<file path="src/rtl/serial_add_ctrl.sv">
// Bit-serial adder sequencer: one shared 1-bit adder cell (two half adders plus
// an OR for carry-out) is time-multiplexed over WIDTH cycles, LSB first. The
// finished sum and carry are held until the next operation completes or reset.
module serial_add_ctrl #(
    parameter int unsigned WIDTH = 8
) (
    input  logic             clk,
    input  logic             rst,
    input  logic             start,
    input  logic [WIDTH-1:0] A,
    input  logic [WIDTH-1:0] B,
    output logic             ready,
    output logic             busy,
    output logic             done,
    output logic [WIDTH-1:0] S,
    output logic             C
);

    localparam int unsigned CntW = (WIDTH > 1) ? $clog2(WIDTH) : 1;

    typedef enum logic [1:0] {
        StIdle,
        StRun,
        StDone
    } state_e;

    state_e           state_q, state_d;
    logic [WIDTH-1:0] sa_q, sa_d;
    logic [WIDTH-1:0] sb_q, sb_d;
    logic [WIDTH-1:0] acc_q, acc_d;
    logic [WIDTH-1:0] s_q, s_d;
    logic             c_q, c_d;
    logic             co_q, co_d;
    logic [CntW-1:0]  cnt_q, cnt_d;

    logic h1, g1, g2, sum_bit, carry_nxt;

    // Shared adder cell: first half adder on the operand bits, second on the carry.
    always_comb begin
        h1        = sa_q[0] ^ sb_q[0];
        g1        = sa_q[0] & sb_q[0];
        sum_bit   = h1 ^ c_q;
        g2        = h1 & c_q;
        carry_nxt = g1 | g2;
    end

    // Next-state and datapath update for the IDLE/RUN/DONE sequence.
    always_comb begin
        state_d = state_q;
        sa_d    = sa_q;
        sb_d    = sb_q;
        acc_d   = acc_q;
        s_d     = s_q;
        c_d     = c_q;
        co_d    = co_q;
        cnt_d   = cnt_q;

        unique case (state_q)
            StIdle: begin
                if (start) begin
                    sa_d    = A;
                    sb_d    = B;
                    acc_d   = '0;
                    c_d     = 1'b0;
                    cnt_d   = '0;
                    state_d = StRun;
                end
            end
            StRun: begin
                sa_d  = sa_q >> 1;
                sb_d  = sb_q >> 1;
                acc_d = {sum_bit, acc_q[WIDTH-1:1]};
                c_d   = carry_nxt;
                if (cnt_q == CntW'(WIDTH - 1)) begin
                    // Last bit: publish result; counter is left alone so it never wraps.
                    s_d     = acc_d;
                    co_d    = carry_nxt;
                    state_d = StDone;
                end else begin
                    cnt_d = cnt_q + CntW'(1);
                end
            end
            StDone: begin
                state_d = StIdle;
            end
            default: begin
                state_d = StIdle;
            end
        endcase
    end

    // State and datapath registers with synchronous reset.
    always_ff @(posedge clk) begin
        if (rst) begin
            state_q <= StIdle;
            sa_q    <= '0;
            sb_q    <= '0;
            acc_q   <= '0;
            s_q     <= '0;
            c_q     <= 1'b0;
            co_q    <= 1'b0;
            cnt_q   <= '0;
        end else begin
            state_q <= state_d;
            sa_q    <= sa_d;
            sb_q    <= sb_d;
            acc_q   <= acc_d;
            s_q     <= s_d;
            c_q     <= c_d;
            co_q    <= co_d;
            cnt_q   <= cnt_d;
        end
    end

    // Handshake outputs decode straight from the state register.
    always_comb begin
        ready = (state_q == StIdle);
        busy  = (state_q == StRun);
        done  = (state_q == StDone);
        S     = s_q;
        C     = co_q;
    end

endmodule
</file>
<file path="config.mk">
export PLATFORM = sky130hd
export DESIGN_NAME = serial_add_ctrl
export DESIGN_NICKNAME = d
export VERILOG_FILES = /design/src/rtl/serial_add_ctrl.sv
export SDC_FILE = /design/constraint.sdc
export NUM_CORES = 1
export LEC_CHECK = 0
export ABC_AREA = 1
export CAP_MARGIN = 20
export CORE_ASPECT_RATIO = 1.5
export CORE_MARGIN = 1
export CORE_UTILIZATION = 40
export DETAILED_ROUTE_END_ITERATION = 7
export HOLD_SLACK_MARGIN = 0.08
export PLACE_DENSITY = 0.68
export SYNTH_ARGS = -nofsm -noshare
export SYNTH_HDL_FRONTEND = slang
export SYNTH_SLANG_ARGS = --single-unit
</file>
<file path="constraint.sdc">
create_clock -name clk -period 1.58 [get_ports clk]
set_clock_uncertainty 0.1 [all_clocks]
set_input_delay 0.158 -clock clk [delete_from_list [all_inputs] [get_ports clk]]
set_output_delay 0.158 -clock clk [all_outputs]
set_load 0.01 [all_outputs]
</file>
==> results of run 1 <==
[cell families (layout without fill, tap and decap cells)]
family / Yosys count / after routing / share of synthesized area [%]
simple gates: 145 / 145 / 38.24
flops: 38 / 38 / 45.41
buf+inv: 32 / 67 / 9.782
compound gates: 13 / 13 / 3.883
fa+ha+maj: 3 / 3 / 2.688
[layer usage]
metal | wire length [um] | track usage, % | part of all wire (%)
met5 | 0 | 0 | 0
met4 | 109 | 10.00 | 3.0
met2 | 1765 | 28.67 | 49
met1 | 1624 | 22.58 | 45
met3 | 125 | 5.056 | 3.4
[path summary, 6_finish.rpt]
path | startpoint | endpoint | slack [ps] | depth (start not counted)
max | cnt_q[0] | S[5] | 130 | 8
min | B[7] | sb_q[7] | 340 | 3
max reg2reg | cnt_q[0] | S[5] | 130 | 8
min reg2reg | acc_q[2] | S[1] | 370 | 2
[cells in the final DEF, fill, tap and decap left out]
cell type | netlist | routed
nand2_1 | 59 | 59
nand3_1 | 47 | 47
dfxtp_1 | 38 | 36
nor2_1 | 31 | 31
clkdlybuf4s50_1 | 0 | 27
inv_1 | 17 | 17
a21oi_1 | 11 | 11
buf_4 | 3 | 8
clkbuf_8 | 0 | 5
inv_2 | 4 | 4
dlygate4sd2_1 | 0 | 3
nor2_2 | 2 | 2
nand2_4 | 2 | 2
o21ai_0 | 2 | 2
ha_1 | 2 | 2
clkinv_2 | 0 | 2
nor2_4 | 1 | 1
nand2_2 | 1 | 1
clkinv_1 | 1 | 1
nor3_1 | 1 | 1
nand3_2 | 1 | 1
fa_1 | 1 | 1
dfxtp_4 | 0 | 1
dfxtp_2 | 0 | 1
[critical path: stages, from the launching register on]
cell     delay [ps]
dfxtp_1         370
ha_1            160
ha_1            180
inv_1            80
nor2_2          160
nand2_1          80
inv_2           140
nand2_1          80
nand2_1          60
[power breakdown]
part | total (mW) | internal (mW) | switching, mW
clock | 0.617 | 0.296 | 0.322
combinational | 0.220 | 0.100 | 0.120
sequential | 1.01 | 0.988 | 0.0216
[cell type report]
type	count	area (sq um)	share of cell area [%]
Clock buffer	5	68.82	3.291
Clock inverter	2	10.01	0.4788
Inverter	22	82.58	3.950
Multi-Input combinational cell	161	750.7	35.91
Sequential cell	38	765.7	36.62
Tap cell	45	56.30	2.693
Timing Repair Buffer	38	356.6	17.06
[sequential cells by signal, summed over array words and instances (netlist names)]
| name | count |
|---|---|
| C | 1 |
| sa_q | 8 |
| S | 8 |
| sb_q | 8 |
| acc_q | 7 |
| cnt_q | 3 |
| state_q | 2 |
| c_q | 1 |
==> impl_metrics.tcl, run 1 <==
set metrics [dict create \
    vias 1514 \
    synth_area_sq_mm 0.001675 \
    crit_required_ps 1720 \
    layout_min_cycle_time_ps 1449 \
    ant_nets 0 \
    timing.hold.ws_ps 344.3 \
    clock-root-buffer "clkbuf_8" \
    status "finished, final reports clean" \
    io_pins 31 \
    insertion_delay_ps 290 \
    synthArstFlopShare_pct 0 \
    end_kind "flop" \
    synthTopCellsByArea "dfxtp_1, nand3_1, nand2_1" \
    die_area_sq_mm 0.004456 \
    setup_viol 0 \
    cp-start-kind "flop" \
    setup_slack_ps 130.6 \
    yosys_warnings 0 \
    drc 0 \
    synth_top_area_cell "dfxtp_1" \
    grt_setup_unrepaired "no" \
    fillers 399 \
    cts_max_path_buffers 2 \
    cts.sinks 38 \
    synth_flop_cell "dfxtp_1" \
    slew_violations 0 \
    clk_pin_slew_worst_paths_ps 70 \
    gp_congestion 0.7925 \
    grt_pass1_wl_um 5906 \
    syn_nets 253 \
    slew_headroom_pct 80.92 \
    post_drt_wl_per_cell_um 11.65 \
    hold_buffers 0 \
    worst_slew_pin_slew_ps 284.0 \
    cts_made_buffers 5 \
    diodes 0 \
    cts_tree "done" \
    row_count 28 \
    p_per_area_mw_per_mm2 883.5 \
    synth.most_common_cell "nand2_1" \
    synth-seq-cells 38 \
    fp.dieH_um 81.26 \
    dp_slack_ps 114.7 \
    drive_above_1_share_pct 10.53 \
    track_usage_pct 18.56 \
    fin_nets 288 \
    postPlaceCellArea_sq_mm 0.002011 \
    synth_cell_type_count 22 \
    portBuffers 30 \
    grt_pass1_vias 1349 \
    drt_iter0_markers 32 \
    ir_worst_vdd_v 0.0006495 \
    cp_max_fo 9 \
    synth_top_area_share_pct 45.41 \
    grt_antenna_before_repair 0 \
    finalNonFillerCells 311 \
    firstDrtPassIters 4 \
    final_area_sq_mm 0.002091 \
    dp_cells 304 \
    fp.dieW_um 54.84 \
    core_sq_mm 0.003994 \
    synth_top_cells_by_count "nand2_1, nand3_1, dfxtp_1" \
    area_growth_pct 24.79 \
    drt-total-wl_um 3624 \
    path_class "reg -> reg" \
    arrival_ps 1580 \
    grt_overflow 0 \
    h-tree-depth 2 \
    postCtsSetupBuffers 0 \
    hold_class "in -> reg" \
    dp_hpwl_um 2564 \
    synth_edf_count 0 \
    setup_tns_ps 0 \
    fin_util_pct 52.35 \
    period_share_pct 91.73 \
    max_freq_mhz 690.0 \
    leakagePower_nw 0.9371 \
    drv_cap 0 \
    cts_resized 6 \
    vias_per_cell 4.868 \
    p_total_mw 1.847 \
    hold_viol 0 \
    synth_cells 231 \
    grt_max_degree 24 \
    ys_seq_area_share_pct 45.41 \
    initial_core_util_pct 41.95 \
    synth_area_per_cell_sq_um 7.253 \
]
Power figures use the tool's default switching activity.
==> inputs of run 2 (changes only) <==
Settings changed: CTS_BUF_LIST set to sky130_fd_sc_hd__clkbuf_8.
==> results of run 2 <==
The final DEF is identical to that of run 1; final timing and power are the same.
==> inputs of run 3 (changes only) <==
--- a/constraint.sdc
+++ b/constraint.sdc
@@ -4,2 +4,2 @@
 set_output_delay 0.158 -clock clk [all_outputs]
-set_load 0.01 [all_outputs]
+set_load 0.02 [all_outputs]
==> impl_metrics.tcl, run 3 (synthesized netlist as in run 1, its figures left out) <==
set metrics [dict create \
    cts_max_path_buffers 2 \
    worst_slew_pin_slew_ps 262.5 \
    diodes 0 \
    path_class "reg -> out" \
    grt_pass1_wl_um 6058 \
    cts.sinks 38 \
    hold_buffers 0 \
    grt_pass1_vias 1395 \
    fp.dieW_um 54.84 \
    cts_made_buffers 5 \
    path_cells "clkdlybuf4s50_1" \
    dp_cells 304 \
    setup_viol 0 \
    grt_antenna_before_repair 0 \
    firstDrtPassIters 4 \
    die_area_sq_mm 0.004456 \
    drt_iter0_markers 38 \
    hold_class "in -> reg" \
    layout_min_cycle_time_ps 1511 \
    period_share_pct 95.61 \
    setup_tns_ps 0 \
    drive_above_1_share_pct 10.49 \
    drc 0 \
    cp-start-kind "flop" \
    portBuffers 30 \
    finalNonFillerCells 312 \
    max_freq_mhz 661.9 \
    crit_required_ps 1320 \
    vias 1519 \
    status "finished, final reports clean" \
    critPathSlowestCell "clkdlybuf4s50_1" \
    ir_worst_vdd_v 0.0007915 \
    fin_util_pct 53.79 \
    dp_hpwl_um 2568 \
    crit_path_max_incr_delay_ps 610 \
    ant_nets 0 \
    fp.dieH_um 81.26 \
    vias_per_cell 4.869 \
    slew_violations 0 \
    final_common_cell "nand2_1" \
    gp_congestion 0.7965 \
    fin_nets 288 \
    initial_core_util_pct 41.95 \
    grt_setup_unrepaired "no" \
    h-tree-depth 2 \
    grt_overflow 0 \
    cp_max_fo 2 \
    post_drt_wl_per_cell_um 11.88 \
    arrival_ps 1250 \
    insertion_delay_ps 300 \
    layout_common_cells "nand2_1, nand3_1, dfxtp_1" \
    p_per_area_mw_per_mm2 1039 \
    slew_headroom_pct 82.36 \
    end_kind "output pin" \
    critPathBufInv 1 \
    io_pins 31 \
    grt_max_degree 24 \
    clock-root-buffer "clkbuf_8" \
    leakagePower_nw 0.9605 \
    row_count 28 \
    clk_pin_slew_worst_paths_ps 80 \
    track_usage_pct 19.00 \
    cts_tree "done" \
    critPathTopFamily "buffers and inverters" \
    hold_viol 0 \
    drv_cap 0 \
    core_sq_mm 0.003994 \
    drt-total-wl_um 3706 \
    area_growth_pct 28.23 \
]
run 3: changes by cell type in the layout (fill, tap and decap cells not counted):
cell / delta
clkinv_2: -2
clkinv_4: +1
dfxtp_1: +1
bufinv_16: +2
inv_2: -1
inv_4: +1
dfxtp_4: -1
run 3: where the power goes:
group	leakage, nW	internal, mW	switching [mW]
logic	0.583	0.101	0.126
clock network	0.0683	0.633	0.367
registers	0.309	0.988	0.0184
total	0.960	1.72	0.512
run 3: final timing paths:
path / from / to / slack [ps] / depth (start not counted)
setup reg to reg: cnt_q[0] / C / 130 / 8
hold reg to reg: acc_q[3] / S[2] / 370 / 2
hold / removal: A[7] / sa_q[7] / 320 / 3
setup / recovery: S[4] / S[4] / 70 / 1
run 3: what timing repair did:
item | 4_1_cts | 5_1_grt
gates resized for setup | 3 | 2
endpoints found under the hold margin | 0 | 0
buffers inserted | 0 | 0
setup endpoints to repair | 3 | 4
run 3: layer usage:
layer,part of all wire [%],up-vias,track usage [%]
li1,-,800,-
met1,44,685,21.52
met2,50,27,31.81
met3,4.3,7,5.243
met4,1.8,0,8.462
met5,0,-,0
run 3: layout make-up:
class                      count  area, sq um
multi-input combinational    161        750.7
timing repair buffer          38        356.6
fill                         411         1846
inverter                      22        85.08
sequential                    38        762.0
clock buffer                   5        68.82
tap                           45        56.30
clock inverter                 3        68.82
run 3: worst reg2reg max path, delay by kind of cell (launching register included):
family,cells,cell delay [ps]
flops,1,370
simple gates,4,390
buf+inv,2,190
fa+ha+maj,2,350
run 3: per-stage QoR:
| step | setup WS (ps) | hold slack, ps | area (sq um) | power, mW |
|---|---|---|---|---|
| global placement | 133.3 | 358.1 | 2011 | 1.257 |
| global route | 12.46 | 329.7 | 2148 | 2.329 |
| CTS | 59.89 | 317.0 | 2145 | 2.249 |
| detailed placement | 122.6 | 359.9 | 2011 | 1.259 |
| floorplan | 315.4 | 200.7 | 1675 | 1.174 |
| finish | 69.30 | 317.6 | 2148 | 2.233 |
